===== config.mk =====
export PLATFORM = sky130hd
export DESIGN_NAME = azadi_pad_mux_flat
export DESIGN_NICKNAME = d
export VERILOG_FILES = /design/src/rtl/azadi_pad_mux_if.sv /design/src/rtl/azadi_pad_mux.sv /design/src/flat_wrapper.sv
export SDC_FILE = /design/constraint.sdc
export NUM_CORES = 1
export LEC_CHECK = 0
export CAP_MARGIN = 20
export CORE_AREA = 5 5 260 262
export DETAILED_ROUTE_END_ITERATION = 10
export DIE_AREA = 0 0 265 267
export GPL_TIMING_DRIVEN = 0
export SLEW_MARGIN = 0
export SYNTH_ARGS = -nofsm -noshare
export SYNTH_HDL_FRONTEND = slang
export SYNTH_SLANG_ARGS = --single-unit

===== constraint.sdc =====
create_clock -name wb_clk_i -period 1.96 [get_ports wb_clk_i]
set_clock_uncertainty 0.05 [all_clocks]
set_input_delay 0.294 -clock wb_clk_i [delete_from_list [all_inputs] [get_ports wb_clk_i]]
set_output_delay 0.294 -clock wb_clk_i [all_outputs]
set_load 0.05 [all_outputs]

===== src/rtl/azadi_pad_mux_if.sv =====
`default_nettype none
// ============================================================================
// Module   : azadi_pad_mux_if
// Brief    : Wishbone classic slave bundle for the pad multiplexer register port.
// Revision : 1.0 - initial release
// ============================================================================
interface azadi_pad_mux_if;
  logic        wbs_stb_i;
  logic        wbs_cyc_i;
  logic        wbs_we_i;
  logic [3:0]  wbs_sel_i;
  logic [31:0] wbs_adr_i;
  logic [31:0] wbs_dat_i;
  logic        wbs_ack_o;
  logic [31:0] wbs_dat_o;

  modport master (
    output wbs_stb_i, wbs_cyc_i, wbs_we_i, wbs_sel_i, wbs_adr_i, wbs_dat_i,
    input  wbs_ack_o, wbs_dat_o
  );

  modport slave (
    input  wbs_stb_i, wbs_cyc_i, wbs_we_i, wbs_sel_i, wbs_adr_i, wbs_dat_i,
    output wbs_ack_o, wbs_dat_o
  );
endinterface
`default_nettype wire


===== src/rtl/azadi_pad_mux.sv =====
`default_nettype none
// ============================================================================
// Module   : azadi_pad_mux
// Brief    : Wishbone-programmable per-pad function multiplexer with input
//            synchroniser and sticky pin-map lock.
// Revision : 1.0 - initial release
// ============================================================================
module azadi_pad_mux #(
  parameter int          NUM_PADS    = 38,
  parameter int          NUM_FUNC    = 4,
  parameter int          SYNC_STAGES = 2,
  parameter logic [31:0] BASE_ADDR   = 32'h3000_0000
) (
  input  wire logic                         wb_clk_i,
  input  wire logic                         wb_rst_i,
  azadi_pad_mux_if.slave                    wb,
  input  wire logic [NUM_FUNC*NUM_PADS-1:0] func_out_i,
  input  wire logic [NUM_FUNC*NUM_PADS-1:0] func_oe_i,
  output logic      [NUM_FUNC*NUM_PADS-1:0] func_in_o,
  input  wire logic [NUM_PADS-1:0]          io_in,
  output logic      [NUM_PADS-1:0]          io_out,
  output logic      [NUM_PADS-1:0]          io_oeb,
  output logic                              locked_o
);

  localparam int         c_fw         = $clog2(NUM_FUNC);
  localparam logic [8:0] c_off_lock   = 9'h100;
  localparam logic [8:0] c_off_in_lo  = 9'h104;
  localparam logic [8:0] c_off_in_hi  = 9'h108;

  logic [c_fw-1:0]     r_sel [NUM_PADS];
  logic                r_lock;
  logic                r_ack;
  logic [31:0]         r_dat;
  logic [NUM_PADS-1:0] r_sync [SYNC_STAGES];

  logic [NUM_PADS-1:0] w_s_in;
  logic [63:0]         w_in_ext;
  logic                w_req;
  logic                w_hit;
  logic                w_we;
  logic                w_sel_space;
  logic [8:0]          w_off;
  logic [5:0]          w_word;
  logic [7:0]          w_byte;
  logic [c_fw-1:0]     w_sel_wdata;
  logic [31:0]         w_rdata;
  logic                w_unused;

  // Only byte lane 0 carries register fields.
  assign w_unused = ^{wb.wbs_dat_i[31:8], wb.wbs_sel_i[3:1]};

  assign w_s_in = r_sync[SYNC_STAGES-1];

  if (NUM_PADS < 64) begin : g_ext_pad
    assign w_in_ext = {{(64-NUM_PADS){1'b0}}, w_s_in};
  end else begin : g_ext_full
    assign w_in_ext = w_s_in;
  end

  assign w_req       = wb.wbs_stb_i & wb.wbs_cyc_i & ~r_ack;
  assign w_hit       = (wb.wbs_adr_i[31:9] == BASE_ADDR[31:9]);
  assign w_off       = wb.wbs_adr_i[8:0];
  assign w_word      = wb.wbs_adr_i[7:2];
  assign w_sel_space = w_hit & ~wb.wbs_adr_i[8] & (wb.wbs_adr_i[1:0] == 2'b00);
  assign w_we        = w_req & wb.wbs_we_i & wb.wbs_sel_i[0] & w_hit;
  assign w_byte      = wb.wbs_dat_i[7:0];

  // Out-of-range selections are stored as function 0 so readback matches behaviour.
  assign w_sel_wdata = (int'(w_byte) >= NUM_FUNC) ? '0 : w_byte[c_fw-1:0];

  always_comb begin
    w_rdata = '0;
    if (w_sel_space) begin
      for (int p = 0; p < NUM_PADS; p++) begin
        if (int'(w_word) == p) begin
          w_rdata = 32'(r_sel[p]);
        end
      end
    end else if (w_hit) begin
      case (w_off)
        c_off_lock:  w_rdata = {31'b0, r_lock};
        c_off_in_lo: w_rdata = w_in_ext[31:0];
        c_off_in_hi: w_rdata = w_in_ext[63:32];
        default:     w_rdata = '0;
      endcase
    end
  end

  always_ff @(posedge wb_clk_i) begin
    if (wb_rst_i) begin
      r_ack  <= 1'b0;
      r_dat  <= '0;
      r_lock <= 1'b0;
      for (int p = 0; p < NUM_PADS; p++) begin
        r_sel[p] <= '0;
      end
    end else begin
      r_ack <= w_req;
      r_dat <= w_req ? w_rdata : '0;
      if (w_we && (w_off == c_off_lock) && wb.wbs_dat_i[0]) begin
        r_lock <= 1'b1;
      end
      if (w_we && w_sel_space && !r_lock) begin
        for (int p = 0; p < NUM_PADS; p++) begin
          if (int'(w_word) == p) begin
            r_sel[p] <= w_sel_wdata;
          end
        end
      end
    end
  end

  always_ff @(posedge wb_clk_i) begin
    if (wb_rst_i) begin
      for (int s = 0; s < SYNC_STAGES; s++) begin
        r_sync[s] <= '0;
      end
    end else begin
      r_sync[0] <= io_in;
      for (int s = 1; s < SYNC_STAGES; s++) begin
        r_sync[s] <= r_sync[s-1];
      end
    end
  end

  assign wb.wbs_ack_o = r_ack;
  assign wb.wbs_dat_o = r_dat;
  assign locked_o     = r_lock;

  for (genvar p = 0; p < NUM_PADS; p++) begin : g_pad
    logic [c_fw-1:0] w_eff;
    logic            w_out;
    logic            w_oe;

    // Function 0 never drives the pad; it is the input-only / GPIO read-back slot.
    always_comb begin
      w_eff = (int'(r_sel[p]) < NUM_FUNC) ? r_sel[p] : '0;
      w_out = 1'b0;
      w_oe  = 1'b0;
      for (int f = 1; f < NUM_FUNC; f++) begin
        if (int'(w_eff) == f) begin
          w_out = func_out_i[f*NUM_PADS+p];
          w_oe  = func_oe_i[f*NUM_PADS+p];
        end
      end
    end

    assign io_out[p] = w_out;
    assign io_oeb[p] = ~w_oe;

    for (genvar f = 0; f < NUM_FUNC; f++) begin : g_func
      assign func_in_o[f*NUM_PADS+p] = (int'(w_eff) == f) ? w_s_in[p] : 1'b0;
    end
  end

endmodule
`default_nettype wire


===== src/flat_wrapper.sv =====
// flat-port wrapper written by rule: the top's interface ports become plain ports
module azadi_pad_mux_flat 
#(
  parameter int          NUM_PADS    = 38,
  parameter int          NUM_FUNC    = 4,
  parameter int          SYNC_STAGES = 2,
  parameter logic [31:0] BASE_ADDR   = 32'h3000_0000
)
  (wb_clk_i, wb_rst_i, func_out_i, func_oe_i, func_in_o, io_in, io_out, io_oeb, locked_o, wb_wbs_stb_i, wb_wbs_cyc_i, wb_wbs_we_i, wb_wbs_sel_i, wb_wbs_adr_i, wb_wbs_dat_i, wb_wbs_ack_o, wb_wbs_dat_o);
  azadi_pad_mux_if wb_i ();
  input  wire logic wb_clk_i;
  input  wire logic wb_rst_i;
  input  wire logic [NUM_FUNC*NUM_PADS-1:0] func_out_i;
  input  wire logic [NUM_FUNC*NUM_PADS-1:0] func_oe_i;
  output logic      [NUM_FUNC*NUM_PADS-1:0] func_in_o;
  input  wire logic [NUM_PADS-1:0] io_in;
  output logic      [NUM_PADS-1:0] io_out;
  output logic      [NUM_PADS-1:0] io_oeb;
  output logic locked_o;
  input wire logic [$bits(wb_i.wbs_stb_i)-1:0] wb_wbs_stb_i;
  input wire logic [$bits(wb_i.wbs_cyc_i)-1:0] wb_wbs_cyc_i;
  input wire logic [$bits(wb_i.wbs_we_i)-1:0] wb_wbs_we_i;
  input wire logic [$bits(wb_i.wbs_sel_i)-1:0] wb_wbs_sel_i;
  input wire logic [$bits(wb_i.wbs_adr_i)-1:0] wb_wbs_adr_i;
  input wire logic [$bits(wb_i.wbs_dat_i)-1:0] wb_wbs_dat_i;
  output wire logic [$bits(wb_i.wbs_ack_o)-1:0] wb_wbs_ack_o;
  output wire logic [$bits(wb_i.wbs_dat_o)-1:0] wb_wbs_dat_o;
  assign wb_i.wbs_stb_i = wb_wbs_stb_i;
  assign wb_i.wbs_cyc_i = wb_wbs_cyc_i;
  assign wb_i.wbs_we_i = wb_wbs_we_i;
  assign wb_i.wbs_sel_i = wb_wbs_sel_i;
  assign wb_i.wbs_adr_i = wb_wbs_adr_i;
  assign wb_i.wbs_dat_i = wb_wbs_dat_i;
  assign wb_wbs_ack_o = wb_i.wbs_ack_o;
  assign wb_wbs_dat_o = wb_i.wbs_dat_o;
  azadi_pad_mux #(.NUM_PADS(NUM_PADS), .NUM_FUNC(NUM_FUNC), .SYNC_STAGES(SYNC_STAGES), .BASE_ADDR(BASE_ADDR)) u_core (.wb_clk_i(wb_clk_i), .wb_rst_i(wb_rst_i), .wb(wb_i), .func_out_i(func_out_i), .func_oe_i(func_oe_i), .func_in_o(func_in_o), .io_in(io_in), .io_out(io_out), .io_oeb(io_oeb), .locked_o(locked_o));
endmodule

; ---- Word level (Yosys, flattened, before mapping)
; Memories as Yosys holds them, arrays and structs flattened.
; Index checks and enable logic that the tools add are counted.
[word_totals]
ff_bits = 34
mem_bits_rw = 152
input_bits = 415
out_inout_bits = 262
wordCells = 912
mem_count = 2
[mem_list]
columns = name, depth, word_bits, read_ports, rd_clocked_by_memory_dff, wr, line_no
row1 = u_core.r_sel, 38, 2, 38, 0, 38, azadi_pad_mux.sv:31  ; logic [c_fw-1:0] r_sel [NUM_PADS];
row2 = u_core.r_sync, 2, 38, 2, 0, 2, azadi_pad_mux.sv:35  ; logic [NUM_PADS-1:0] r_sync [SYNC_STAGES];
[classes]
order_cmp = 1
n_eq_ne = 155
muxes = 617
bitwise = 88
n_reduce_logical = 46
[ops]
columns = cell, count
row1 = two-way mux 1 bit, 535
row2 = two-way mux 2 bit, 77
row3 = == test 2 bit (second input constant), 76
row4 = == test 6 bit (second input constant), 22
row5 = case mux 32 bit (3 select lines), 1
row6 = logical NOT 2 bit, 39
row7 = == test 2 x 1 -> 1 bit (second input constant), 38
row8 = two-way mux 38 bit, 2
row9 = two-way mux 32 bit, 2
row10 = == test 6 x 5 -> 1 bit (second input constant), 8
row11 = NOT 1 bit, 41
row12 = OR 1 bit, 40
row13 = == test 9 bit (second input constant), 3
row14 = == test 6 x 4 -> 1 bit (second input constant), 4
row15 = == test 23 x 21 -> 1 bit (second input constant), 1
row16 = == test 6 x 3 -> 1 bit (second input constant), 2
row17 = greater-or-equal comparator 8 x 3 -> 1 bit (second input constant), 1
row18 = AND 1 bit, 7
row19 = == test 6 x 2 -> 1 bit (second input constant), 1
row20 = logical NOT 6 bit, 1
row21 = logical AND 1 bit, 4
row22 = OR reduction 2 bit, 1
row23 = logical NOT 1 bit, 1

; ---- Logic depth before layout (Yosys ltp)
[logic_depth]
word_depth = 40
mapped_depth = 9
depth_no_buf = 6

; ---- Worst setup path before layout
; OpenSTA, ideal clock, no wires.
[synth_timing]
kind = register to output
from = memory u_core.r_sel[0][8] (netlist name)
to = output io_oeb[4]
t_arrival_ns = 1.731
slack_ns = -0.115
path_stages_with_launch = 4
path_cell_list = edfxtp_1 > clkbuf_1 > mux2_2 > a22oi_1
[synth_rtl]
columns = item, line_no
row1 = from (decl), azadi_pad_mux.sv:31
row2 = to (decl), flat_wrapper.sv:18  ; output logic [NUM_PADS-1:0] io_oeb;

==> key figures <==
Finish
  – Layout cells sized above 1: 44.37%
  – Area growth syn-to-layout: 101.3%
  – Fillers: about 6600
  – Most frequent cells in the layout: clkdlybuf4s50_1, buf_6, buf_4
  – FF+latch area: ~4500 um2
  – Multi-input gate area: 6829 um2
  – Final Util: around a third
  – Most common cell after layout, fill and taps aside: clkdlybuf4s50_1
  – # nets final: approximately 2300

Synthesis
  – Post-synthesis cell count: approximately 1100
  – Post-synth top flop: dfxtp_1
  – Syn_nets: roughly 1600
  – Post-synth EDFFs: 76
  – Avg Inst Size Synth: between 9 and 10 um2
  – Synth area leader: edfxtp_1
  – Asr flop ratio synth: 0%
  – Synth warn: 0
  – Sequential area share after synthesis: 41.72%
  – Synthesized area: approximately 11000 um2
  – Netlist cell types: 65
  – Largest cells by area after synthesis: edfxtp_1, dfxtp_1, mux2_2
  – Yosys top cell area share: a little over a fifth
  – Synth Register Bits: ~190

STA
  – Slew @ Worst Pin: around 0.86 ns
  – Minimum clock period after layout: about 2.2 ns
  – Final period util: 114.8%
  – Final Hold Vio Count: 0
  – Fin worst setup slack: -0.2892 ns
  – # setup viols final: 96
  – Final Max Slew Viols: 0
  – Setup TNS: -13.49 ns
  – Relative slew slack: 42.87%
  – Peak Freq: between 400 and 500 MHz
  – RSZ-0062 raised after global routing: true

Clock network
  – CTS tree: built
  – Root Buffer: clkbuf_16
  – Clock sinks: between 150 and 200
  – CTS Buf Count: 17
  – Longest Clk Path Bufs: 2
  – H-tree Lvls: 4
  – Skew-Pair Late Insertion Delay: between 0.4 and 0.5 ns
  – CTS clk-pin slew, worst paths: about 0.07 ns

Place
  – Final GP Congestion: between 0.9 and 1
  – DP HPWL: around 44 mm
  – Port bufs: about 570

Worst setup path
  – Critical path peak fanout: 6
  – Worst r2r path cells: 6
  – WS Path Type: reg -> reg
  – Critical Path RT: between 2 and 2.5 ns
  – Startpoint Class: register
  – Arrival @ worst endpoint: around 2.6 ns
  – Setup crit end kind: register

Route
  – DR vias: approximately 12000
  – Post-DRT Antenna Nets: 0
  – Post-Route WL: between 60 and 70 mm
  – DRT iter0 DRCs: between 600 and 700
  – WL/cell: approximately 22 um
  – Vias per cell: 4.382
  – Total iterations of the first detailed-routing run: 5
  – Residual DRC: 0

Global route
  – Total Routing Usage GR: between 15 and 20%
  – Initial antenna violation count: 4
  – GR Overflow Total: 0
  – Largest net degree at the start of global routing: 17
  – First-pass GRT wire length: about 84 mm
  – Vias in the first global route: around 13000

Floorplanning
  – CORE AREA: 65160 um2
  – Die area: ~71000 um2
  – Die Ht: 267 um
  – Row count: 94
  – Io pins: 677
  – Die W: 265 um
  – Initial Utilization: 16.50%

Worst hold path
  – Hold Crit Depth: 2
  – Hold Crit Class: in -> reg

Run status
  – Failing checks: negative setup slack
  – Status: finished with violations

Flow run
  – MaxCap Viol Count: 0

Power
  – Power density over the cells: 501.9 nW/um2
  – Final Power: between 10 and 15 mW
  – Maximum VDD drop: between 0.0005 and 0.0006 V
  – Leak Pwr: slightly above 9 nW
metrics by stage:
stage	hold WS, ns	instance area (um2)	setup WS [ns]	instances
6_report	0.2999	21640	-0.2892	2802
5_1_grt	0.2758	21630	-0.3359	2800
4_1_cts	0.2389	20490	-0.3297	2751
3_5_place_dp	0.3704	17880	-1.946	2576
3_3_place_gp	0.3662	17880	-1.938	2576
2_1_floorplan	0.3638	11110	-0.08482	1144
report_power, final:
part / switching, mW / internal (mW) / leakage (nW)
Sequential: 0.157 / 4.15 / 1.68
Clock: 1.66 / 1.88 / 0.270
Combinational: 1.44 / 1.58 / 7.32
cell type report:
type,count,share of cell area (%)
timing repair buffer,836,37.92
sequential,186,20.72
multi-input combinational,821,31.56
clock buffer,18,1.983
clock inverter,14,0.6649
antenna,2,0.02313
tap,864,4.996
buffer,59,2.093
inverter,2,0.03469
per-layer routing:
layer | vias up | GRT usage (%) | wire [um]
li1 | 5651 | - | -
met4 | 2 | 6.280 | 2229
met5 | - | 0 | 12
met3 | 114 | 5.254 | 4971
met1 | 5900 | 18.44 | 23600
met2 | 612 | 28.09 | 30420
worst max-delay path, cell delays in order (launching register included):
cell and delay, ns:
edfxtp_1 0.51, buf_4 0.19, mux4_2 0.45, nand2_1 0.08, o211ai_1 0.20, a211o_1 0.37
a211o_1 0.28
synth_stat cells (17+ instances only):
| library cell | count |
|---|---|
| nor2_1 | 132 |
| nor2b_1 | 119 |
| dfxtp_1 | 110 |
| nand2_1 | 99 |
| mux2_2 | 82 |
| edfxtp_1 | 76 |
| clkbuf_1 | 73 |
| and3_1 | 64 |
| a22oi_1 | 46 |
| buf_4 | 41 |
| nor3b_1 | 41 |
| a22o_1 | 39 |
| a31o_2 | 33 |
| and3b_1 | 27 |
| nor3_1 | 18 |
| buf_2 | 17 |
cells by family after synthesis:
group                  synth area share [%]
AO/OA/AOI/OAI                         12.92
buffers and inverters                 6.554
flip-flops                            41.72
multiplexers                          10.03
AND/OR/NAND/NOR                       28.77
state kept, by name (all words and copies together), names as in the netlist:
name and cells:
u_core.r_sync 76, u_core.wb.wbs_ack_o 1, u_core.locked_o 1, u_core.wb.wbs_dat_o 32, u_core.r_sel 76
worst paths after layout:
kind                                            end                         startpoint  slack [ns]
hold reg to reg     u_core.r_sync[0][38]$_SDFF_PP0_     u_core.r_sync[0][0]$_SDFF_PP0_        0.38
hold / removal       u_core.wb.wbs_ack_o$_SDFF_PP0_                           wb_rst_i        0.30
setup reg to reg  u_core.wb.wbs_dat_o[0]$_SDFF_PP0_  u_core.r_sel[0][60]$_SDFFCE_PN0P_       -0.29
setup / recovery  u_core.wb.wbs_dat_o[0]$_SDFF_PP0_  u_core.r_sel[0][60]$_SDFFCE_PN0P_       -0.29
what timing repair did:
item                                    4_1_cts  5_1_grt
endpoints found under the hold margin         0        0
hold buffers                                  0        0
buffers inserted                            213       61
endpoints found under the setup margin      439      280
pin swaps                                    62       62
gates resized for setup                    1724      294
cloned                                        3        0
No activity file was read; power rests on OpenSTA's default activity.
